==> src/rtl/reg_writeback_unit_pkg.sv <==
// Shared widths and the writeback entry payload for the register-file write front end.
package reg_writeback_unit_pkg;

  localparam int unsigned XLEN   = 32;
  localparam int unsigned REG_AW = 5;

  typedef struct packed {
    logic [REG_AW-1:0] rd;
    logic [XLEN-1:0]   data;
  } wb_entry_t;

endpackage

==> src/rtl/reg_writeback_unit_if.sv <==
// Result channels, register-file write port and scoreboard query bundle.
interface reg_writeback_unit_if import reg_writeback_unit_pkg::*; ();

  logic              ld_valid;
  logic [REG_AW-1:0] ld_rd;
  logic [XLEN-1:0]   ld_data;
  logic              ld_ready;

  logic              alu_valid;
  logic [REG_AW-1:0] alu_rd;
  logic [XLEN-1:0]   alu_data;
  logic              alu_ready;

  logic              WE3;
  logic [REG_AW-1:0] A3;
  logic [XLEN-1:0]   WD3;

  logic [REG_AW-1:0] q_a1;
  logic [REG_AW-1:0] q_a2;
  logic              busy1;
  logic              busy2;

  // Producers, decode and the register file
  modport master (
    output ld_valid, ld_rd, ld_data, alu_valid, alu_rd, alu_data, q_a1, q_a2,
    input  ld_ready, alu_ready, WE3, A3, WD3, busy1, busy2
  );

  // The writeback unit
  modport slave (
    input  ld_valid, ld_rd, ld_data, alu_valid, alu_rd, alu_data, q_a1, q_a2,
    output ld_ready, alu_ready, WE3, A3, WD3, busy1, busy2
  );

endinterface

==> src/rtl/reg_writeback_unit_wb_fifo.sv <==
// In-order writeback FIFO: up to two compacted writes and one read per cycle.
module reg_writeback_unit_wb_fifo import reg_writeback_unit_pkg::*; #(
  parameter  int unsigned DEPTH = 4,
  localparam int unsigned PW    = $clog2(DEPTH),
  localparam int unsigned CW    = $clog2(DEPTH + 1)
) (
  input  logic                          clk,
  input  logic                          rst,
  input  logic                          wr0_en_i,
  input  wb_entry_t                     wr0_entry_i,
  input  logic                          wr1_en_i,
  input  wb_entry_t                     wr1_entry_i,
  input  logic                          pop_i,
  output wb_entry_t                     head_o,
  output logic [CW-1:0]                 count_o,
  output logic [DEPTH-1:0]              entry_valid_o,
  output logic [DEPTH-1:0][REG_AW-1:0]  entry_rd_o
);

  wb_entry_t       mem_q [DEPTH];
  logic [PW-1:0]   wr_ptr_q, wr_ptr_d, wr_ptr_p1;
  logic [PW-1:0]   rd_ptr_q, rd_ptr_d;
  logic [CW-1:0]   count_q, count_d;
  logic [PW-1:0]   offs;

  // Pointer and occupancy next state; wr1 is only ever used together with wr0
  always_comb begin
    wr_ptr_p1 = wr_ptr_q + PW'(1);
    wr_ptr_d  = wr_ptr_q + PW'(wr0_en_i) + PW'(wr1_en_i);
    rd_ptr_d  = rd_ptr_q + PW'(pop_i);
    count_d   = count_q + CW'(wr0_en_i) + CW'(wr1_en_i) - CW'(pop_i);
  end

  // Entry storage, left unreset since occupancy is tracked by count
  always_ff @(posedge clk) begin
    if (wr0_en_i) mem_q[wr_ptr_q]  <= wr0_entry_i;
    if (wr1_en_i) mem_q[wr_ptr_p1] <= wr1_entry_i;
  end

  // Pointers and count, cleared by synchronous active-low reset
  always_ff @(posedge clk) begin
    if (!rst) begin
      wr_ptr_q <= '0;
      rd_ptr_q <= '0;
      count_q  <= '0;
    end else begin
      wr_ptr_q <= wr_ptr_d;
      rd_ptr_q <= rd_ptr_d;
      count_q  <= count_d;
    end
  end

  // Per-slot occupancy: a slot is live if it lies within count entries of the head
  always_comb begin
    offs = '0;
    for (int i = 0; i < DEPTH; i++) begin
      offs             = PW'(i) - rd_ptr_q;
      entry_rd_o[i]    = mem_q[i].rd;
      entry_valid_o[i] = (CW'(offs) < count_q);
    end
  end

  assign head_o  = mem_q[rd_ptr_q];
  assign count_o = count_q;

endmodule

==> src/rtl/reg_writeback_unit.sv <==
// Writeback front end: arbitrates load/ALU results into a FIFO, drains one per
// cycle onto the register-file write port and reports pending writes to decode.
module reg_writeback_unit import reg_writeback_unit_pkg::*; #(
  parameter int unsigned DEPTH = 4
) (
  input  logic                 clk,
  input  logic                 rst,
  reg_writeback_unit_if.slave  wb
);

  localparam int unsigned CW = $clog2(DEPTH + 1);

  logic [CW-1:0]                count;
  logic [DEPTH-1:0]             ent_valid;
  logic [DEPTH-1:0][REG_AW-1:0] ent_rd;
  wb_entry_t                    head;

  logic      ld_ready, alu_ready;
  logic      enq_ld, enq_alu;
  logic      wr0_en, wr1_en, pop;
  wb_entry_t ld_entry, alu_entry, wr0_entry;

  logic              we3_q, we3_d;
  logic [REG_AW-1:0] a3_q, a3_d;
  logic [XLEN-1:0]   wd3_q, wd3_d;
  logic              busy1, busy2;

  // Readies from registered occupancy; load wins the last free slot
  always_comb begin
    ld_ready  = 1'b0;
    alu_ready = 1'b0;
    if (rst) begin
      ld_ready  = (count < CW'(DEPTH));
      alu_ready = (count <= CW'(DEPTH - 2)) ||
                  ((count == CW'(DEPTH - 1)) && !wb.ld_valid);
    end
  end

  // Enqueue compaction: load first, ALU second; rd 0 is accepted but dropped
  always_comb begin
    enq_ld    = wb.ld_valid  && ld_ready  && (wb.ld_rd  != '0);
    enq_alu   = wb.alu_valid && alu_ready && (wb.alu_rd != '0);
    ld_entry  = '{rd: wb.ld_rd,  data: wb.ld_data};
    alu_entry = '{rd: wb.alu_rd, data: wb.alu_data};
    wr0_en    = enq_ld || enq_alu;
    wr0_entry = enq_ld ? ld_entry : alu_entry;
    wr1_en    = enq_ld && enq_alu;
    pop       = (count != '0);
  end

  reg_writeback_unit_wb_fifo #(.DEPTH(DEPTH)) u_wb_fifo (
    .clk           (clk),
    .rst           (rst),
    .wr0_en_i      (wr0_en),
    .wr0_entry_i   (wr0_entry),
    .wr1_en_i      (wr1_en),
    .wr1_entry_i   (alu_entry),
    .pop_i         (pop),
    .head_o        (head),
    .count_o       (count),
    .entry_valid_o (ent_valid),
    .entry_rd_o    (ent_rd)
  );

  // Write-port next state: load the head when non-empty, otherwise hold address/data
  always_comb begin
    we3_d = pop;
    a3_d  = a3_q;
    wd3_d = wd3_q;
    if (pop) begin
      a3_d  = head.rd;
      wd3_d = head.data;
    end
  end

  // Registered register-file write port
  always_ff @(posedge clk) begin
    if (!rst) begin
      we3_q <= 1'b0;
      a3_q  <= '0;
      wd3_q <= '0;
    end else begin
      we3_q <= we3_d;
      a3_q  <= a3_d;
      wd3_q <= wd3_d;
    end
  end

  // Pending-write scoreboard over live FIFO slots plus the in-flight write port
  always_comb begin
    busy1 = we3_q && (a3_q == wb.q_a1);
    busy2 = we3_q && (a3_q == wb.q_a2);
    for (int i = 0; i < DEPTH; i++) begin
      if (ent_valid[i] && (ent_rd[i] == wb.q_a1)) busy1 = 1'b1;
      if (ent_valid[i] && (ent_rd[i] == wb.q_a2)) busy2 = 1'b1;
    end
    if (wb.q_a1 == '0) busy1 = 1'b0;
    if (wb.q_a2 == '0) busy2 = 1'b0;
  end

  assign wb.ld_ready  = ld_ready;
  assign wb.alu_ready = alu_ready;
  assign wb.WE3       = we3_q;
  assign wb.A3        = a3_q;
  assign wb.WD3       = wd3_q;
  assign wb.busy1     = busy1;
  assign wb.busy2     = busy2;

endmodule

==> src/flat_wrapper.sv <==
// flat-port wrapper written by rule: the top's interface ports become plain ports
module reg_writeback_unit_flat import reg_writeback_unit_pkg::*;
#(
  parameter int unsigned DEPTH = 4
)
  (clk, rst, wb_ld_valid, wb_ld_rd, wb_ld_data, wb_alu_valid, wb_alu_rd, wb_alu_data, wb_q_a1, wb_q_a2, wb_ld_ready, wb_alu_ready, wb_WE3, wb_A3, wb_WD3, wb_busy1, wb_busy2);
  reg_writeback_unit_if wb_i ();
  input  logic clk;
  input  logic rst;
  input wire logic [$bits(wb_i.ld_valid)-1:0] wb_ld_valid;
  input wire logic [$bits(wb_i.ld_rd)-1:0] wb_ld_rd;
  input wire logic [$bits(wb_i.ld_data)-1:0] wb_ld_data;
  input wire logic [$bits(wb_i.alu_valid)-1:0] wb_alu_valid;
  input wire logic [$bits(wb_i.alu_rd)-1:0] wb_alu_rd;
  input wire logic [$bits(wb_i.alu_data)-1:0] wb_alu_data;
  input wire logic [$bits(wb_i.q_a1)-1:0] wb_q_a1;
  input wire logic [$bits(wb_i.q_a2)-1:0] wb_q_a2;
  output wire logic [$bits(wb_i.ld_ready)-1:0] wb_ld_ready;
  output wire logic [$bits(wb_i.alu_ready)-1:0] wb_alu_ready;
  output wire logic [$bits(wb_i.WE3)-1:0] wb_WE3;
  output wire logic [$bits(wb_i.A3)-1:0] wb_A3;
  output wire logic [$bits(wb_i.WD3)-1:0] wb_WD3;
  output wire logic [$bits(wb_i.busy1)-1:0] wb_busy1;
  output wire logic [$bits(wb_i.busy2)-1:0] wb_busy2;
  assign wb_i.ld_valid = wb_ld_valid;
  assign wb_i.ld_rd = wb_ld_rd;
  assign wb_i.ld_data = wb_ld_data;
  assign wb_i.alu_valid = wb_alu_valid;
  assign wb_i.alu_rd = wb_alu_rd;
  assign wb_i.alu_data = wb_alu_data;
  assign wb_i.q_a1 = wb_q_a1;
  assign wb_i.q_a2 = wb_q_a2;
  assign wb_ld_ready = wb_i.ld_ready;
  assign wb_alu_ready = wb_i.alu_ready;
  assign wb_WE3 = wb_i.WE3;
  assign wb_A3 = wb_i.A3;
  assign wb_WD3 = wb_i.WD3;
  assign wb_busy1 = wb_i.busy1;
  assign wb_busy2 = wb_i.busy2;
  reg_writeback_unit #(.DEPTH(DEPTH)) u_core (.clk(clk), .rst(rst), .wb(wb_i));
endmodule
==> config.mk <==
export PLATFORM = sky130hd
export DESIGN_NAME = reg_writeback_unit_flat
export DESIGN_NICKNAME = d
export VERILOG_FILES = /design/src/rtl/reg_writeback_unit_pkg.sv /design/src/rtl/reg_writeback_unit_if.sv /design/src/rtl/reg_writeback_unit_wb_fifo.sv /design/src/rtl/reg_writeback_unit.sv /design/src/flat_wrapper.sv
export SDC_FILE = /design/constraint.sdc
export NUM_CORES = 1
export LEC_CHECK = 0
export CORE_ASPECT_RATIO = 1.75
export CORE_MARGIN = 10
export CORE_UTILIZATION = 50
export DETAILED_ROUTE_END_ITERATION = 16
export GPL_TIMING_DRIVEN = 0
export PLACE_DENSITY = 0.75
export SETUP_SLACK_MARGIN = 0.15
export SYNTH_ARGS = -nofsm -noshare
export SYNTH_HDL_FRONTEND = slang
export SYNTH_SLANG_ARGS = --single-unit
==> constraint.sdc <==
create_clock -name clk -period 12.35 [get_ports clk]
set_input_delay 2.47 -clock clk [delete_from_list [all_inputs] [get_ports clk]]
set_output_delay 2.47 -clock clk [all_outputs]
set_load 0.05 [all_outputs]
==> results_dict.tcl, run 1 <==
set metrics [dict create \
    synthTopCellsByCount "148 x edfxtp_1, 84 x mux2_2, 77 x nand2_1, 59 x mux2_4, 45 x dfxtp_1" \
    clock_latency_ns 0.43 \
    tns_ns 0 \
    ctsHtreeMaxLevel 4 \
    grt_overflow 0 \
    end_kind "primary output" \
    postCtsSetupRepairBufs 0 \
    io_buffers 119 \
    grt_pass1_vias 7078 \
    yosys.cell_count.top_type "edfxtp_1" \
    nNetsFinal 936 \
    clockRootBuffer "clkbuf_16" \
    core_area_um2 19800 \
    ys_ff_latch 193 \
    finClkSkew_ns 0.00872 \
    cts_max_path_buffers 2 \
    antenna_found_initial 1 \
    peakVddDrop_v 0.000115 \
    fillers 1501 \
    dr.pass1.iters 4 \
    fin_ws_ns 5.21 \
    die_h_um 208 \
    cts_made_buffers 17 \
    critPathRequiredTime_ns 9.88 \
    yosysWarningCount 0 \
    dr.first_iter.drc_count 385 \
    start_util_pct 50.9 \
    grt_util_all_layers_pct 20.0 \
    reg2reg_to "u_core.u_wb_fifo.count_o[1]" \
    synth_nets 792 \
    cp_data_arrival_time_ns 4.67 \
    fmax_mhz 140 \
    dp.cells 1064 \
    period_needed_ns 7.14 \
    post-place-ws_ns 5.15 \
    placed_cell_area_um2 11700 \
    hold_violations 0 \
    cts_resized 0 \
    final_antenna_net_count 0 \
    fin_crit_sh_pct 57.8 \
    drc 0 \
    grt_start_max_net_pins 26 \
    whs_endpoint "u_core.wb.WD3[6]" \
    ff2ff_path_depth 13 \
    design_area_um2 12300 \
    critPathKind "in2out" \
    gp_congestion 0.912 \
    p_per_area_nw_per_um2 206 \
    syn_inst 694 \
    r2r_start "u_core.u_wb_fifo.count_o[2]" \
    avgSynthCellArea_um2 14.5 \
    hold_class "reg2reg" \
    outcome "complete, no violations" \
    cp-start-kind "input port" \
    rsz0062_at_grt "false" \
    wl_um 26600 \
    grt_pass1_wl_um 40300 \
    syn_area_um2 10100 \
    synth_flop_cell "edfxtp_1" \
    max-slew-margin-rel_pct 41.3 \
    fin_util_pct 62.1 \
    rows 68 \
    synth_cell_types 42 \
    r2r_setup_slack_ns 8.93 \
    dieArea_um2 26500 \
    final_cells 1097 \
    yosys-top-cells-area "edfxtp_1 44%, mux2_2 9.4%, dfxtp_1 8.9%" \
    maxCapViolCount 0 \
    drive_gt1_share_pct 28.0 \
    drv_slew 0 \
    tightest_slew_ns 0.877 \
    dp_hpwl_um 20200 \
    die_x_um 127 \
    synth_area_leader_cell "edfxtp_1" \
    syn2layout_area_growth_pct 22.1 \
    cts_hold_buffers 0 \
    cp_max_fo 10 \
    path_clk_slew_ns 0.06 \
    leakagePower_uw 0.00437 \
    io-pin-count 130 \
    setup_violations 0 \
    ys_async_sr_fraction_pct 0 \
    synth_top_area_share_pct 44.1 \
    seq_area_frac_synth_pct 53.0 \
    hold_depth 2 \
    vias 6333 \
    cts_tree "done" \
    wl_per_cell_um 24.2 \
    hp-start "u_core.wb.WD3[6]" \
    cts_sinks 193 \
    detail_route.vias_per_cell 5.77 \
    synth-edff-count 148 \
]
==> how the worst max path moves through the flow <==
| stage | startpoint | end | depth (start not counted) |
|---|---|---|---|
| finish | rst | wb_alu_ready | 5 |
| CTS | rst | wb_alu_ready | 5 |
| global route | rst | wb_alu_ready | 5 |
| detailed placement | rst | wb_alu_ready | 5 |
| floorplan | rst | u_core.u_wb_fifo.mem_q[2][0] | 5 |
| global placement | rst | u_core.u_wb_fifo.mem_q[2][23] | 7 |
==> sequential cells by signal, indices dropped and copies added, names as in the netlist <==
register / count
u_core.wb.WE3: 1
u_core.wb.A3: 5
u_core.wb.WD3: 32
u_core.u_wb_fifo.count_o: 3
u_core.u_wb_fifo.rd_ptr_q: 2
u_core.u_wb_fifo.mem_q: 148
u_core.u_wb_fifo.wr_ptr_q: 2
==> final cells by class <==
| class | count | area [um^2] | share of cell area (%) |
|---|---|---|---|
| Sequential cell | 193 | 5350 | 43.4 |
| Multi-Input combinational cell | 442 | 4430 | 35.9 |
| Timing Repair Buffer | 125 | 1320 | 10.7 |
| Clock buffer | 23 | 469 | 3.81 |
| Buffer | 49 | 310 | 2.52 |
| Tap cell | 245 | 307 | 2.49 |
| Clock inverter | 9 | 105 | 0.853 |
| Inverter | 10 | 37.5 | 0.305 |
| Antenna cell | 1 | 2.50 | 0.0203 |
==> kinds of logic after synthesis <==
| group | count (synthesis) | synth area share, % |
|---|---|---|
| adder cells (fa/ha/maj) | 11 | 1.56 |
| AO/OA/AOI/OAI | 68 | 5.00 |
| XOR/XNOR | 54 | 4.69 |
| buffers and inverters | 59 | 3.45 |
| flip-flops | 193 | 53.0 |
| AND/OR/NAND/NOR | 127 | 5.67 |
| multiplexers | 182 | 26.6 |
==> where the power goes <==
| group | switching [uW] | internal, uW | leakage, uW |
|---|---|---|---|
| Combinational | 641 | 436 | 0.00237 |
| Clock | 231 | 310 | 0.000275 |
| Sequential | 74.7 | 844 | 0.00172 |
| Total | 947 | 1590 | 0.00437 |
==> metal layers <==
metal  up-vias  routed length [um]  track usage [%]
met5         -                   0                0
met4         0                1050             10.3
met3        59                1250             4.04
met2       227               15400             38.4
met1      3168                8930             19.0
li1       2879                   -                -
==> metrics by stage <==
stage,hold WS (ns),total power [uW]
3_5_place_dp,0.460,2020
4_1_cts,0.467,2560
3_3_place_gp,0.453,1980
2_1_floorplan,0.556,1640
5_1_grt,0.485,2650
6_report,0.462,2540
==> worst max-delay path, cell delays in order <==
cell,delay [ns]
clkdlybuf4s50_1,0.48
clkbuf_1,0.42
o21ai_0,0.37
inv_1,0.11
clkdlybuf4s50_1,0.82
==> cell usage in the layout, fill, tap and decap left out, types with 9 or more instances in the layout <==
| master | Yosys | layout |
|---|---|---|
| xnor2_1 | 11 | 11 |
| mux4_2 | 37 | 37 |
| nor2_1 | 9 | 9 |
| xor2_1 | 43 | 43 |
| nand2_1 | 77 | 77 |
| clkdlybuf4s50_1 | 0 | 119 |
| clkbuf_16 | 0 | 18 |
| mux2_2 | 84 | 84 |
| edfxtp_1 | 148 | 148 |
| a21boi_0 | 38 | 38 |
| inv_1 | 10 | 10 |
| dfxtp_1 | 45 | 45 |
| clkbuf_1 | 27 | 32 |
| mux2_4 | 59 | 59 |
Power figures use the tool's default switching activity.
==> inputs of run 2 (changes only) <==
--- a/config.mk
+++ b/config.mk
@@ -10,7 +10,7 @@
 export CORE_UTILIZATION = 50
 export DETAILED_ROUTE_END_ITERATION = 16
 export GPL_TIMING_DRIVEN = 0
-export PLACE_DENSITY = 0.75
+export PLACE_DENSITY = 0.78
 export SETUP_SLACK_MARGIN = 0.15
 export SYNTH_ARGS = -nofsm -noshare
 export SYNTH_HDL_FRONTEND = slang
==> constraint.sdc (replaced) <==
create_clock -name clk -period 6.49 [get_ports clk]
set_input_delay 1.298 -clock clk [delete_from_list [all_inputs] [get_ports clk]]
set_output_delay 1.298 -clock clk [all_outputs]
set_load 0.05 [all_outputs]
==> run 2 against run 1 <==
Effect of this change:
- first-iteration DRC count down 4.2%
- critical path depth up 4
- worst setup slack worse by 3.8 ns
- wire length down 5.6%
- register-to-register slack worse by 5.9 ns
- global-route usage down 1.1 points
- combinational power up 88%
==> results_dict.tcl, run 2 (same netlist as run 1, synthesis figures left out) <==
set metrics [dict create \
    p_sw_share_pct 36.4 \
    max-slew-margin-rel_pct 45.6 \
    outcome "complete, no violations" \
    io-pin-count 130 \
    largest_reg_flops 148 \
    grt_pass1_wl_um 38700 \
    grt_overflow 0 \
    critPathTopFamily "buffers and inverters" \
    drive_gt1_share_pct 28.6 \
    final_antenna_net_count 0 \
    gp_congestion 0.945 \
    hold_violations 0 \
    hp-start "u_core.wb.WD3[3]" \
    peakVddDrop_v 0.000250 \
    period_needed_ns 5.07 \
    placed_cell_area_um2 11700 \
    path_clk_slew_ns 0.07 \
    p_sw_uw 1790 \
    clock_latency_ns 0.43 \
    nNetsFinal 936 \
    cts_made_buffers 17 \
    grt_start_max_net_pins 26 \
    ctsHtreeMaxLevel 4 \
    startpoint "u_core.u_wb_fifo.rd_ptr_q[1]" \
    power_uw 4920 \
    start_util_pct 50.9 \
    crit_chain "buf_1 -> inv_1 -> ha_1 -> a21oi_1 -> o21ai_0 -> nand3_1 -> nor4_1 -> o22a_1 -> clkdlybuf4s50_1" \
    vias 6273 \
    end_kind "primary output" \
    final_common_cell "edfxtp_1" \
    wl_per_cell_um 22.9 \
    grt_pass1_vias 6738 \
    max_stage_delay_ns 0.80 \
    die_x_um 127 \
    dr.pass1.iters 5 \
    drv_slew 0 \
    cp_max_fo 10 \
    detail_route.vias_per_cell 5.71 \
    drc 0 \
    io_buffers 119 \
    cp-start-kind "flip-flop" \
    regMostFlops "u_core.u_wb_fifo.mem_q" \
    rows 68 \
    clock_power_share_pct 23.3 \
    r2r_start "u_core.u_wb_fifo.count_o[2]" \
    antenna_found_initial 2 \
    p_int_uw 3130 \
    dp_hpwl_um 18400 \
    fin_crit_sh_pct 78.2 \
    maxCapViolCount 0 \
    cts_hold_buffers 0 \
    postCtsSetupRepairBufs 0 \
    hold_class "reg2reg" \
    die_h_um 208 \
    mostFrequentLayoutCells "148 x edfxtp_1, 119 x clkdlybuf4s50_1, 84 x mux2_2" \
    power_frac_comb_pct 41.3 \
    cts_tree "done" \
    dp.cells 1064 \
    rsz0062_at_grt "false" \
    design_area_um2 12400 \
    p_per_area_nw_per_um2 397 \
    leakagePower_uw 0.00440 \
    core_area_um2 19800 \
    cts_sinks 193 \
    dr.first_iter.drc_count 369 \
    final_cells 1098 \
    cp_slowest_cell "clkdlybuf4s50_1" \
    wl_um 25100 \
    critPathKind "reg2out" \
    cts_resized 0 \
    tightest_slew_ns 0.816 \
    whs_ns 0.462 \
    setup_violations 0 \
    finClkSkew_ns 0.00594 \
    clockRootBuffer "clkbuf_16" \
    dieArea_um2 26500 \
    crit_buf_inv 3 \
    critPathRequiredTime_ns 5.19 \
    p_seq_share_pct 35.4 \
    cp_data_arrival_time_ns 3.78 \
    syn2layout_area_growth_pct 22.8 \
    fmax_mhz 197 \
    grt_util_all_layers_pct 19.0 \
    cts_max_path_buffers 2 \
]
[run 2: cell count changes in the layout (fill, tap and decap cells not counted), moves of 2 or more]
cell / delta
bufinv_16: +3
clkbuf_1: -4
clkinv_2: +2
inv_4: -2
[run 2: power groups by stage]
stage | Sequential [uW] | Clock, uW | Combinational (uW)
floorplan | 2090 | 0 | 1020
global placement | 1780 | 0 | 1980
detailed placement | 1770 | 0 | 2050
CTS | 1740 | 1160 | 2060
global route | 1760 | 1200 | 2160
finish | 1740 | 1150 | 2030
[run 2: worst min-delay path, stage by stage (launching register included)]
cell and delay [ns]:
dfxtp_1 0.31, nand2_1 0.05, a21boi_0 0.06
[run 2: metal layers]
metal / routed length [um] / track usage (%) / vias to the layer above / part of all wire (%)
li1: - / - / 2879 / -
met2: 14300 / 35.7 / 183 / 57
met5: 0 / 0 / - / 0
met3: 1040 / 3.22 / 43 / 4.2
met4: 849 / 8.42 / 0 / 3.4
met1: 8920 / 19.6 / 3168 / 36
[run 2: path summary, 6_finish.rpt]
| check | end | slack (ns) | cells past startpoint |
|---|---|---|---|
| hold / removal | u_core.wb.WD3[3] | 0.46 | 2 |
| setup reg to reg | u_core.u_wb_fifo.count_o[1] | 3.03 | 13 |
| hold reg to reg | u_core.wb.WD3[3] | 0.46 | 2 |
| setup / recovery | wb_busy1 | 1.42 | 9 |
[run 2: metrics by stage]
stage | util [%] | setup TNS, ns | worst slack [ns]
final | 62.5 | 0 | 1.42
after global routing | 62.5 | 0 | 1.18
after CTS | 62.5 | 0 | 1.40
after detailed placement | 59.2 | 0 | 1.66
after global placement | 58.4 | -186.71 | -2.48
after floorplan | - | 0 | 0.548
[run 2: area by class of cell]
type,count,area (um^2)
Clock inverter,13,206
Inverter,10,37.5
Tap cell,245,307
Clock buffer,19,443
Timing Repair Buffer,125,1310
Buffer,49,310
Antenna cell,2,5.00
Fill cell,1479,7430
Multi-Input combinational cell,442,4430
Sequential cell,193,5350
